<file path="src/rtl/dmem_loader_pkg.sv">
// Shared types and constants for the data-memory stream loader.
package dmem_loader_pkg;

  typedef enum logic [2:0] {
    StIdle,
    StLoad,
    StKick,
    StRun,
    StDumpAddr,
    StDumpOut,
    StDone
  } state_e;

  // Encoding of the top-level data-memory port mux.
  localparam logic [1:0] SEL_CORE = 2'd0;
  localparam logic [1:0] SEL_LOAD = 2'd1;
  localparam logic [1:0] SEL_DUMP = 2'd2;

endpackage

</file>
<file path="src/rtl/edge_detect_rise.sv">
// One-register rising-edge detector; rise_o is high in the first cycle d_i is seen high.
module edge_detect_rise (
  input  logic clk_i,
  input  logic rst_ni,
  input  logic d_i,
  output logic rise_o
);

  logic d_q;

  always_ff @(posedge clk_i or negedge rst_ni) begin
    if (!rst_ni) begin
      d_q <= 1'b0;
    end else begin
      d_q <= d_i;
    end
  end

  assign rise_o = d_i & ~d_q;

endmodule

</file>
<file path="src/rtl/dmem_stream_loader.sv">
// Streams words into data memory, kicks the core, waits for its END edge, then
// reads the result window back out as a valid/ready stream.
module dmem_stream_loader
  import dmem_loader_pkg::*;
#(
  parameter int unsigned DATA_W     = 16,
  parameter int unsigned ADDR_W     = 16,
  parameter int unsigned LOAD_WORDS = 1000,
  parameter int unsigned DUMP_BASE  = 0,
  parameter int unsigned DUMP_WORDS = 997,
  parameter int unsigned MEM_RD_LAT = 1
) (
  input  logic              clk,
  input  logic              RESET,
  input  logic              go,
  input  logic              in_valid,
  output logic              in_ready,
  input  logic [DATA_W-1:0] in_data,
  output logic [ADDR_W-1:0] mem_addr,
  output logic [DATA_W-1:0] mem_wdata,
  output logic              mem_we,
  input  logic [DATA_W-1:0] mem_rdata,
  output logic [1:0]        addr_mux_select,
  output logic              core_start,
  input  logic              core_end,
  output logic              out_valid,
  input  logic              out_ready,
  output logic [DATA_W-1:0] out_data,
  output logic              busy,
  output logic              done
);

  // One spare bit so a full 2^ADDR_W word count does not wrap.
  localparam int unsigned        CntW     = ADDR_W + 1;
  localparam logic [CntW-1:0]    LoadLast = CntW'(LOAD_WORDS);
  localparam logic [CntW-1:0]    DumpLast = CntW'(DUMP_WORDS);
  localparam logic [ADDR_W-1:0]  DumpBase = ADDR_W'(DUMP_BASE);
  localparam logic [1:0]         LatLast  = 2'(MEM_RD_LAT - 1);

  state_e            state_q;
  logic [CntW-1:0]   ld_cnt_q, dmp_cnt_q;
  logic [1:0]        lat_cnt_q;
  logic              in_ready_q, mem_we_q, start_q, out_valid_q, busy_q, done_q;
  logic [ADDR_W-1:0] mem_addr_q;
  logic [DATA_W-1:0] mem_wdata_q, out_data_q;
  logic [1:0]        sel_q;

  logic              end_rise;
  logic              in_xfer;
  logic [CntW-1:0]   ld_cnt_inc, dmp_cnt_inc;

  edge_detect_rise u_end_edge (
    .clk_i  (clk),
    .rst_ni (RESET),
    .d_i    (core_end),
    .rise_o (end_rise)
  );

  assign in_xfer     = in_valid & in_ready_q;
  assign ld_cnt_inc  = ld_cnt_q + CntW'(1);
  assign dmp_cnt_inc = dmp_cnt_q + CntW'(1);

  always_ff @(posedge clk or negedge RESET) begin
    if (!RESET) begin
      state_q     <= StIdle;
      ld_cnt_q    <= '0;
      dmp_cnt_q   <= '0;
      lat_cnt_q   <= '0;
      in_ready_q  <= 1'b0;
      mem_we_q    <= 1'b0;
      start_q     <= 1'b0;
      out_valid_q <= 1'b0;
      busy_q      <= 1'b0;
      done_q      <= 1'b0;
      mem_addr_q  <= '0;
      mem_wdata_q <= '0;
      out_data_q  <= '0;
      sel_q       <= SEL_CORE;
    end else begin
      mem_we_q <= 1'b0;
      start_q  <= 1'b0;
      case (state_q)
        StIdle: begin
          if (go) begin
            done_q    <= 1'b0;
            busy_q    <= 1'b1;
            ld_cnt_q  <= '0;
            dmp_cnt_q <= '0;
            if (LOAD_WORDS == 0) begin
              state_q <= StKick;
              start_q <= 1'b1;
            end else begin
              state_q    <= StLoad;
              sel_q      <= SEL_LOAD;
              in_ready_q <= 1'b1;
            end
          end
        end
        StLoad: begin
          if (in_xfer) begin
            mem_we_q    <= 1'b1;
            mem_addr_q  <= ld_cnt_q[ADDR_W-1:0];
            mem_wdata_q <= in_data;
            ld_cnt_q    <= ld_cnt_inc;
            in_ready_q  <= (ld_cnt_inc != LoadLast);
          end else if (ld_cnt_q == LoadLast) begin
            // The final write is on the bus this cycle; hand the port back next cycle.
            state_q <= StKick;
            sel_q   <= SEL_CORE;
            start_q <= 1'b1;
          end
        end
        StKick: begin
          state_q <= StRun;
        end
        StRun: begin
          if (end_rise) begin
            if (DUMP_WORDS == 0) begin
              state_q <= StIdle;
              busy_q  <= 1'b0;
              done_q  <= 1'b1;
            end else begin
              state_q    <= StDumpAddr;
              sel_q      <= SEL_DUMP;
              mem_addr_q <= DumpBase;
              lat_cnt_q  <= '0;
            end
          end
        end
        StDumpAddr: begin
          if (lat_cnt_q == LatLast) begin
            state_q <= StDumpOut;
          end else begin
            lat_cnt_q <= lat_cnt_q + 2'd1;
          end
        end
        StDumpOut: begin
          if (!out_valid_q) begin
            out_data_q  <= mem_rdata;
            out_valid_q <= 1'b1;
          end else if (out_ready) begin
            out_valid_q <= 1'b0;
            dmp_cnt_q   <= dmp_cnt_inc;
            if (dmp_cnt_inc == DumpLast) begin
              // Completion passes straight through to idle with done latched.
              state_q <= StIdle;
              sel_q   <= SEL_CORE;
              busy_q  <= 1'b0;
              done_q  <= 1'b1;
            end else begin
              state_q    <= StDumpAddr;
              lat_cnt_q  <= '0;
              mem_addr_q <= DumpBase + dmp_cnt_inc[ADDR_W-1:0];
            end
          end
        end
        StDone: begin
          state_q <= StIdle;
          sel_q   <= SEL_CORE;
          busy_q  <= 1'b0;
          done_q  <= 1'b1;
        end
        default: begin
          state_q <= StIdle;
        end
      endcase
    end
  end

  assign in_ready        = in_ready_q;
  assign mem_addr        = mem_addr_q;
  assign mem_wdata       = mem_wdata_q;
  assign mem_we          = mem_we_q;
  assign addr_mux_select = sel_q;
  assign core_start      = start_q;
  assign out_valid       = out_valid_q;
  assign out_data        = out_data_q;
  assign busy            = busy_q;
  assign done            = done_q;

endmodule

</file>
<file path="config.mk">
export PLATFORM = sky130hd
export DESIGN_NAME = dmem_stream_loader
export DESIGN_NICKNAME = d
export VERILOG_FILES = /design/src/rtl/dmem_loader_pkg.sv /design/src/rtl/edge_detect_rise.sv /design/src/rtl/dmem_stream_loader.sv
export SDC_FILE = /design/constraint.sdc
export NUM_CORES = 1
export LEC_CHECK = 0
export ABC_CLOCK_PERIOD_IN_PS = 2500
export CORE_ASPECT_RATIO = 1.75
export CORE_MARGIN = 2
export CORE_UTILIZATION = 48
export DETAILED_ROUTE_END_ITERATION = 16
export PLACE_DENSITY = 0.77
export SLEW_MARGIN = 10
export SYNTH_ARGS = -nofsm -noshare
export SYNTH_HDL_FRONTEND = slang
export SYNTH_SLANG_ARGS = --single-unit
</file>
<file path="constraint.sdc">
create_clock -name clk -period 2.5 [get_ports clk]
set_clock_uncertainty 0.1 [all_clocks]
set_input_delay 0.375 -clock clk [delete_from_list [all_inputs] [get_ports clk]]
set_output_delay 0.375 -clock clk [all_outputs]
set_load 0.005 [all_outputs]
</file>
# == Word level (Yosys, flattened, before mapping) ==
# Cells that the tools add are included.
# op_classes
mux,54
n_reduce_logical,17
bitwise_logic,4
n_eq_ne,20
addsub,3
# ops
op,n
$mux W16,5
$mux W17,4
$pmux W17 S2,2
$pmux W16 S3,1
$add A17 B1 Y17 const B,2
$eq A17 B10 Y1 const B,2
$mux W2,12
$mux W3,8
$ne A2 B2 Y1 const B,11
$pmux W3 S6,1
$ne A17 B10 Y1 const B,1
$mux W1,16
$reduce_and A6 Y1,2
$pmux W2 S5,1
$eq A3 B3 Y1 const B,3
$reduce_bool A3 Y1,3
$reduce_and A8 Y1,1
$reduce_and A7 Y1,1
$eq A3 B2 Y1 const B,2
$pmux W1 S3,2
$pmux W2 S3,1
$reduce_and A5 Y1,1
$reduce_bool A5 Y1,1
$reduce_and A2 Y1,2
10 further kinds,13
# word_totals
output_inout_bits,56
input_bits,38
ff_bits,96
wordCells,113

# == Longest topological paths before layout ==
# Gate-level depths: netlist of the first run.
# logic_depth
word_depth,6
mapped_depth,10
mapped_depth_nobuf,8

# == By module ==
# From an unflattened synthesis of the first run, not the netlist that was laid out.
# unflattened
hier_cells,548
hier_area_um2,5149.9
# by_module_without_submodules
module,instances,seq_area_each_um2,cells_each,area_each_um2
dmem_stream_loader,1,2377.3,546,5111.2
edge_detect_rise,1,25.0,2,38.8

# == Worst setup path before layout of the first run ==
# OpenSTA, ideal clock, no wires.
# synth_path
path_kind,reg2reg
startpoint,register dmp_cnt_q[0]
endpoint,"register mem_addr_q[14], in the netlist mem_addr[14]"
required_ns,2.264
path_stages_with_launch,10
t_arrival_ns,2.127
n_path_buf,2
period_less_slack_ns,2.363
path_slack_ns,0.137
setup_ns,0.136
path_cell_list,dfrtp_1 > ha_1 > nand3_1 > nor3_2 > a31oi_1 > nor4b_4 > a21o_1 > buf_6 > buf_8 > a22oi_2
# synth_between
elab_chain_len,5
elab_cells_between_ends,8
cone_classes,add/sub: 1; eq/ne: 2; mux: 4; reduce/logical: 1
# synth_rtl
item,line,text
from (decl),dmem_stream_loader.sv:41,"logic [CntW-1:0] ld_cnt_q, dmp_cnt_q;"
from (signal assigned),dmem_stream_loader.sv:143,dmp_cnt_q <= dmp_cnt_inc;
$add A17 B1 Y17 (*),dmem_stream_loader.sv:61,assign dmp_cnt_inc = dmp_cnt_q + CntW'(1);
"parallel branches: the longest is 4 deep, another holds $eq A17 B10 Y1",--,
to (signal assigned),dmem_stream_loader.sv:102,mem_addr_q <= ld_cnt_q[ADDR_W-1:0];
to (signal assigned),dmem_stream_loader.sv:125,mem_addr_q <= DumpBase;
to (signal assigned),dmem_stream_loader.sv:153,mem_addr_q <= DumpBase + dmp_cnt_inc[ADDR_W-1:0];
to (decl),dmem_stream_loader.sv:44,logic [ADDR_W-1:0] mem_addr_q;
# Every way passes the cells marked *. The select of a mux whose other input is x is not followed.
# A chain may end at the register's enable or synchronous reset.

# == Worst setup path in the final report of the first run ==
# layout_path
startpoint,register dmp_cnt_q[0]
endpoint,register lat_cnt_q[0]
# layout_between
elab_chain_len,4
# layout_rtl
item,line,text
$add A17 B1 Y17,dmem_stream_loader.sv:61,
$eq A17 B10 Y1,dmem_stream_loader.sv:144,if (dmp_cnt_inc == DumpLast) begin
$ne A2 B2 Y1 (no line),--,
$reduce_and A6 Y1 (no line),--,
to (signal assigned),dmem_stream_loader.sv:134,lat_cnt_q <= lat_cnt_q + 2'd1;
to (decl),dmem_stream_loader.sv:42,logic [1:0] lat_cnt_q;
# No other way between the ends.

==> results of run 1 <==
[cells by family (layout without fill, tap and decap cells)]
family	Yosys count	count (layout)	synth area share, %
fa+ha+maj	6	6	1.442
xor+xnor	23	23	3.868
flops	96	96	46.13
mux	19	19	4.084
compound gates	145	145	18.74
simple gates	219	219	21.24
buf+inv	53	167	4.493
[routing by layer]
layer	up-vias	global-route usage, %	share of wire, %
met5	-	0	0
met3	43	2.863	3.9
met4	0	13.81	4.0
met1	2334	29.05	37
li1	2236	-	-
met2	157	45.50	55
[through the flow]
| step | instance area, um2 | TNS, ps | hold slack, ps | std cells | utilization [%] |
|---|---|---|---|---|---|
| 2_1_floorplan | 5207 | 0 | -20.59 | 561 | - |
| 3_3_place_gp | 6462 | 0 | 270.5 | 786 | 60.76 |
| 3_5_place_dp | 6462 | -264.9 | 267.9 | 786 | 60.76 |
| 4_1_cts | 6818 | 0 | 386.7 | 803 | 64.11 |
| 5_1_grt | 6855 | 0 | 406.2 | 805 | 64.46 |
| 6_report | 6855 | 0 | 377.9 | 805 | 64.46 |
[cells in the final DEF, fill, tap and decap left out, types with 3 or more instances in the layout]
cell type and instances:
nand2_1 94, dfrtp_1 94, clkdlybuf4s50_1 92, o21ai_0 51
nor2_1 41, buf_4 41, mux2_2 18, o31ai_1 15
nand4_1 14, a21oi_1 14, a221oi_1 14, xnor2_1 14
nand3_1 13, inv_1 11, nor2b_1 9, and3_1 9
a31oi_1 9, xor2_1 9, a22oi_1 9, clkbuf_16 9
nor3_1 6, a21oi_2 6, ha_1 6, nor4_1 5
and4_1 5, and2_1 5, a21o_1 4, a22oi_2 4
clkinvlp_4 4, clkinv_1 3, nor2_2 3, bufinv_16 3
buf_12 3
[registers in the layout, summed over array words and instances (netlist names)]
name / cells
core_start: 1
busy: 1
out_data: 16
state_q: 3
done: 1
in_ready: 1
dmp_cnt_q: 17
lat_cnt_q: 2
mem_wdata: 16
out_valid: 1
mem_addr: 16
u_end_edge.d_q: 1
mem_we: 1
ld_cnt_q: 17
addr_mux_select: 2
[power groups by stage]
stage | sequential (mW) | combinational, mW | clock, mW
3_5_place_dp | 2.15 | 1.97 | 0
4_1_cts | 2.12 | 1.98 | 1.61
5_1_grt | 2.18 | 2.16 | 1.67
3_3_place_gp | 2.13 | 1.91 | 0
6_report | 2.13 | 1.99 | 1.59
2_1_floorplan | 2.09 | 0.994 | 0
[what timing repair did]
| item | in CTS | in global routing |
|---|---|---|
| setup endpoints to repair | 0 | 21 |
| hold buffers | 1 | 0 |
| buffers inserted | 0 | 2 |
| gates resized for setup | 0 | 5 |
| endpoints found under the hold margin | 35 | 0 |
[final cells by class]
class	instances	area, um2	share of cell area, %
clock inverter	7	120.1	1.752
tap	130	162.7	2.373
inverter	14	52.55	0.7666
timing repair buffer	137	1299	18.95
multi-input combinational	412	2591	37.80
clock buffer	9	225.2	3.285
sequential	96	2405	35.08
[final timing paths]
| check | endpoint | slack [ps] | cells past startpoint |
|---|---|---|---|
| max | lat_cnt_q[0] | 40 | 8 |
| min reg2reg | mem_wdata[8] | 380 | 2 |
| max in group asynchronous | dmp_cnt_q[1] | 1230 | 3 |
| min | mem_wdata[8] | 380 | 2 |
| min in group asynchronous | mem_wdata[8] | 430 | 2 |
| max reg2reg | lat_cnt_q[0] | 40 | 8 |
[worst register-to-register path, stage by stage, from the launching register on]
cell and delay (ps):
dfrtp_2 470, ha_1 230, and3_1 240, a32o_1 270
a32oi_1 260, a21oi_1 150, a21o_1 270, buf_4 150
a31o_2 220
==> flow_summary.yaml, run 1 <==
outcome:
  outcome: "finished clean"
worst_setup_path:
  worst_ep_required_time_ps: 2640
  critical-path-top-delay-family: "compound AO/OA/AOI/OAI gates"
  timing.critical_path.cells: "ha_1, and3_1, a32o_1, a32oi_1, a21oi_1, a21o_1, buf_4, a31o_2"
  critical_path.startpoint: "dmp_cnt_q[0]"
  worst_setup_path_start_kind: "flip-flop"
  r2r_start: "dmp_cnt_q[0]"
  end_kind: "flip-flop"
  worstPathBufferInverterCount: 1
  timing.critical_path.fanout_max: 9
  timing_worst_setup_path_type: "reg2reg"
  critical_path_arrival_ps: 2590
  timing.critical_path.slowest_stage_cell: "dfrtp_2"
  slowest_delay_ps: 470
floorplanning:
  die_extent_in_y_um: 141.8
  start_util_pct: 48.96
  fp.dieArea_mm2: 0.01173
  die_width_um: 82.74
  placeableCoreArea_mm2: 0.01064
  pin_count: 94
  row_count: 50
clock_network:
  cts-root-to-sink-buffers: 2
  clock_pin_slew_on_the_worst_setup_and_hold_paths_ps: 70
  clock_sink_count: 96
  tritoncts: "built"
  clock_root_buffer_master: "clkbuf_16"
  tritoncts.num_buffers: 9
  cts.htree.levels: 3
  clock_latency_ps: 350
final_layout:
  num_antenna_cells: 0
  post_route_cells_drive_above_1_share_pct: 15.56
  final.fill_count: 898
  design.final.nets: 714
  area_delta_synth_final_pct: 31.64
power_and_ir_drop:
  power.share.switching_pct: 31.23
  power.ir.vdd_worst_v: 0.0005868
  power_frac_seq_pct: 37.3
  power.share.clock_pct: 27.9
  internal_power_mw: 3.928
  fin_total_pwr_mw: 5.712
  switchingPower_mw: 1.784
  p_leak_nw: 2.998
  share_comb_of_total_power_pct: 34.8
  pwr_density_cell_mw_per_mm2: 833.2
place:
  routability_congestion_estimate: 0.9291
  placement.io_buffers: 93
  post-place-ws_ps: -47.09
  hpwl_um: 10610
min_path:
  worstHoldStart: "mem_wdata[8]"
  worst_min_path_class: "reg2reg"
timing:
  setup_repair_after_global_routing_missed_its_margin: "false"
  upper_clock_frequency_limit_mhz: 407.3
  final-hold-violation-count: 0
  final-max-slew-violation-count: 0
  timing_worst_slew_pin_value_ps: 805.6
  final_critical_path_setup_slack_ps: 44.61
  timing.slew.headroom_pct: 46.10
  period_share_pct: 98.22
  crit_path_time_final_ps: 2455
  finalSetupViolCount: 0
logic_synthesis:
  synth.yosys.warnings: 0
  most_used_standard_cell_by_instance_count_after_synthesis: "dfrtp_1"
  synth_flop_cell: "dfrtp_1"
  synth_async_sr_flop_share_pct: 100.0
  synth.lib_cells_used.distinct: 63
  synth.ff_latch_count: 96
  post_synth_design_cell_area_mm2: 0.005207
  synthTopCellsByArea: "dfrtp_1 46%, nand2_1 6.8%, o21ai_0 4.9%"
  synth_enable_flop_cells: 0
  synth_largest_area_cell: "dfrtp_1"
  post_synth_inst_count: 561
  avg_cell_area_syn_um2: 9.283
  yosys-top-cells-count: "96 x dfrtp_1, 94 x nand2_1, 51 x o21ai_0, 42 x nor2_1, 27 x clkbuf_1"
  ys_seq_area_share_pct: 46.13
  synth_largest_type_area_fraction_pct: 46.13
  synth.net_count: 605
routing:
  viasPerCell: 5.925
  routed_wirelength_um: 14310
  drc: 0
  dr.first_iter.drc_count: 347
  dr_total_vias: 4770
  avgRoutedWirePerCell_um: 17.77
  drt_pass1_iterations: 4
  route.antenna.remaining_nets: 0
global_route:
  gr-usage-all-layers_pct: 25.65
  first_pass_grt_wire_length_um: 23290
  globalRouteOverflowTotal: 0
  pin_count_of_the_biggest_net_entering_global_routing: 51
  initial_antenna_violation_count: 0
  first_global_vias: 4891
run:
  drv.max_cap_violation_count: 0
(Power assumes the default switching activity.)
==> run 2: changes to the inputs <==
--- a/config.mk
+++ b/config.mk
@@ -6,12 +6,13 @@
 export NUM_CORES = 1
 export LEC_CHECK = 0
 export ABC_CLOCK_PERIOD_IN_PS = 2500
+export CELL_PAD_IN_SITES_DETAIL_PLACEMENT = 2
+export CELL_PAD_IN_SITES_GLOBAL_PLACEMENT = 2
 export CORE_ASPECT_RATIO = 1.75
 export CORE_MARGIN = 2
-export CORE_UTILIZATION = 48
+export CORE_UTILIZATION = 29
 export DETAILED_ROUTE_END_ITERATION = 16
-export PLACE_DENSITY = 0.77
-export SLEW_MARGIN = 10
+export PLACE_DENSITY_LB_ADDON = 0.1
 export SYNTH_ARGS = -nofsm -noshare
 export SYNTH_HDL_FRONTEND = slang
 export SYNTH_SLANG_ARGS = --single-unit
==> flow_summary.yaml, run 2 (synthesis results as in run 1) <==
outcome:
  outcome: "finished clean"
routing:
  drt_pass1_iterations: 4
  viasPerCell: 5.227
  routed_wirelength_um: 18550
  dr_total_vias: 4793
  route.antenna.remaining_nets: 0
  drc: 0
  avgRoutedWirePerCell_um: 20.23
  dr.first_iter.drc_count: 133
timing:
  finalSetupViolCount: 0
  crit_path_time_final_ps: 2390
  period_share_pct: 95.62
  setup_repair_after_global_routing_missed_its_margin: "false"
  timing.slew.headroom_pct: 54.31
  final-hold-violation-count: 0
  final-max-slew-violation-count: 0
  upper_clock_frequency_limit_mhz: 418.3
  timing_worst_slew_pin_value_ps: 684.6
  final.hold.worst_slack_ps: 381.7
global_route:
  globalRouteOverflowTotal: 0
  pin_count_of_the_biggest_net_entering_global_routing: 58
  first_pass_grt_wire_length_um: 30440
  first_global_vias: 5566
  gr-usage-all-layers_pct: 20.32
  initial_antenna_violation_count: 0
clock_network:
  cts.htree.levels: 3
  cts-root-to-sink-buffers: 2
  tritoncts: "built"
  clock_pin_slew_on_the_worst_setup_and_hold_paths_ps: 70
  clock_latency_ps: 350
  clock_sink_count: 96
  tritoncts.num_buffers: 9
  clock_root_buffer_master: "clkbuf_16"
final_layout:
  final_cell_count_no_fill: 917
  post_route_cells_drive_above_1_share_pct: 17.49
  reg_top3: "dmp_cnt_q (17), ld_cnt_q (17)"
  area_delta_synth_final_pct: 35.49
  final.fill_count: 1926
  layout.cells.most_common_list: "95 x dfrtp_1, 94 x nand2_1, 92 x clkdlybuf4s50_1"
  num_antenna_cells: 0
  design.final.nets: 727
  layout_commonest_cell: "dfrtp_1"
power_and_ir_drop:
  power.share.clock_pct: 25.4
  switchingPower_mw: 1.852
  internal_power_mw: 3.815
  share_comb_of_total_power_pct: 37.3
  power.share.switching_pct: 32.68
  power_frac_seq_pct: 37.3
  p_leak_nw: 3.078
  power.ir.vdd_worst_v: 0.0004266
  pwr_density_cell_mw_per_mm2: 803.1
worst_setup_path:
  timing.critical_path.slowest_stage_cell: "dfrtp_1"
  critical_path_arrival_ps: 2550
  timing_worst_setup_path_type: "reg2reg"
  end_kind: "flip-flop"
  worstPathBufferInverterCount: 1
  slowest_delay_ps: 440
  timing.critical_path.fanout_max: 16
  worst_setup_path_start_kind: "flip-flop"
  timing.critical_path.cells: "ha_1, and3_1, a32o_1, a32oi_1, a21oi_2, a21o_1, buf_12, a22oi_1"
  worst_ep_required_time_ps: 2660
  critical-path-top-delay-family: "compound AO/OA/AOI/OAI gates"
place:
  dpl.cell_count: 901
  routability_congestion_estimate: 0.7935
  hpwl_um: 14120
  placement.io_buffers: 93
floorplanning:
  placeableCoreArea_mm2: 0.01754
  start_util_pct: 29.69
  die_width_um: 105.3
  pin_count: 94
  fp.dieArea_mm2: 0.01909
  row_count: 64
  die_extent_in_y_um: 181.3
run:
  drv.max_cap_violation_count: 0
min_path:
  worst_min_path_class: "reg2reg"
run 2: changes by cell type in the layout (fill, tap and decap cells not counted), sizes merged:
cell and change:
clkinv +1, clkinvlp -3, buf +13, bufinv -2, clkbuf +2
run 2: worst paths after layout:
check,endpoint,from,slack [ps],cells past startpoint
hold reg to reg,mem_wdata[7],mem_wdata[7],380,2
hold / removal,mem_wdata[7],mem_wdata[7],380,2
setup / recovery,mem_addr[3],dmp_cnt_q[0],110,8
max in group asynchronous,mem_wdata[2],RESET,1150,3
min in group asynchronous,out_data[5],RESET,450,2
setup reg to reg,mem_addr[3],dmp_cnt_q[0],110,8
run 2: layout make-up:
type / count / area, um2 / share of cell area [%]
clock buffer: 11 / 252.7 / 3.582
clock inverter: 3 / 42.54 / 0.6029
inverter: 14 / 52.55 / 0.7448
multi-input combinational: 412 / 2619 / 37.12
sequential: 96 / 2404 / 34.07
tap: 231 / 289.0 / 4.096
timing repair buffer: 150 / 1396 / 19.79
run 2: power by group through the flow:
stage	clock network (mW)	logic, mW	registers, mW
4_1_cts	1.49	2.16	2.12
6_report	1.44	2.11	2.11
2_1_floorplan	0	0.994	2.09
3_3_place_gp	0	2.07	2.12
3_5_place_dp	0	2.15	2.15
5_1_grt	1.56	2.31	2.16
run 2: what timing repair did:
item | 4_1_cts | 5_1_grt
setup buffers | 0 | 1
hold buffers | 1 | 0
endpoints found under the hold margin | 32 | 0
resized for setup | 0 | 10
endpoints found under the setup margin | 0 | 19
run 2: through the flow:
stage	worst slack (ps)	instance area (um2)	utilization [%]	TNS [ps]	power [mW]
after global placement	-141.7	6694	38.17	-1362	4.195
final	109.6	7056	40.23	0	5.667
after CTS	40.50	6999	39.91	0	5.767
after global routing	21.35	7056	40.23	0	6.029
after floorplan	136.7	5207	-	0	3.089
after detailed placement	-232.0	6694	38.17	-2372	4.297
run 2: per-layer routing:
layer | global-route usage, % | up-vias | share of wire [%]
met5 | 0 | - | 0
met4 | 7.680 | 0 | 2.5
met3 | 2.814 | 22 | 2.3
met2 | 39.30 | 80 | 57
met1 | 21.74 | 2450 | 38
li1 | - | 2241 | -
run 2: worst register-to-register path, delay by kind of cell (launching register included):
| kind | cells | cell delay, ps |
|---|---|---|
| AOI/OAI and AO/OA | 5 | 1060 |
| adders and majority gates | 1 | 260 |
| buffers and inverters | 1 | 170 |
| and+or+nand+nor | 1 | 270 |
| DFF | 1 | 440 |
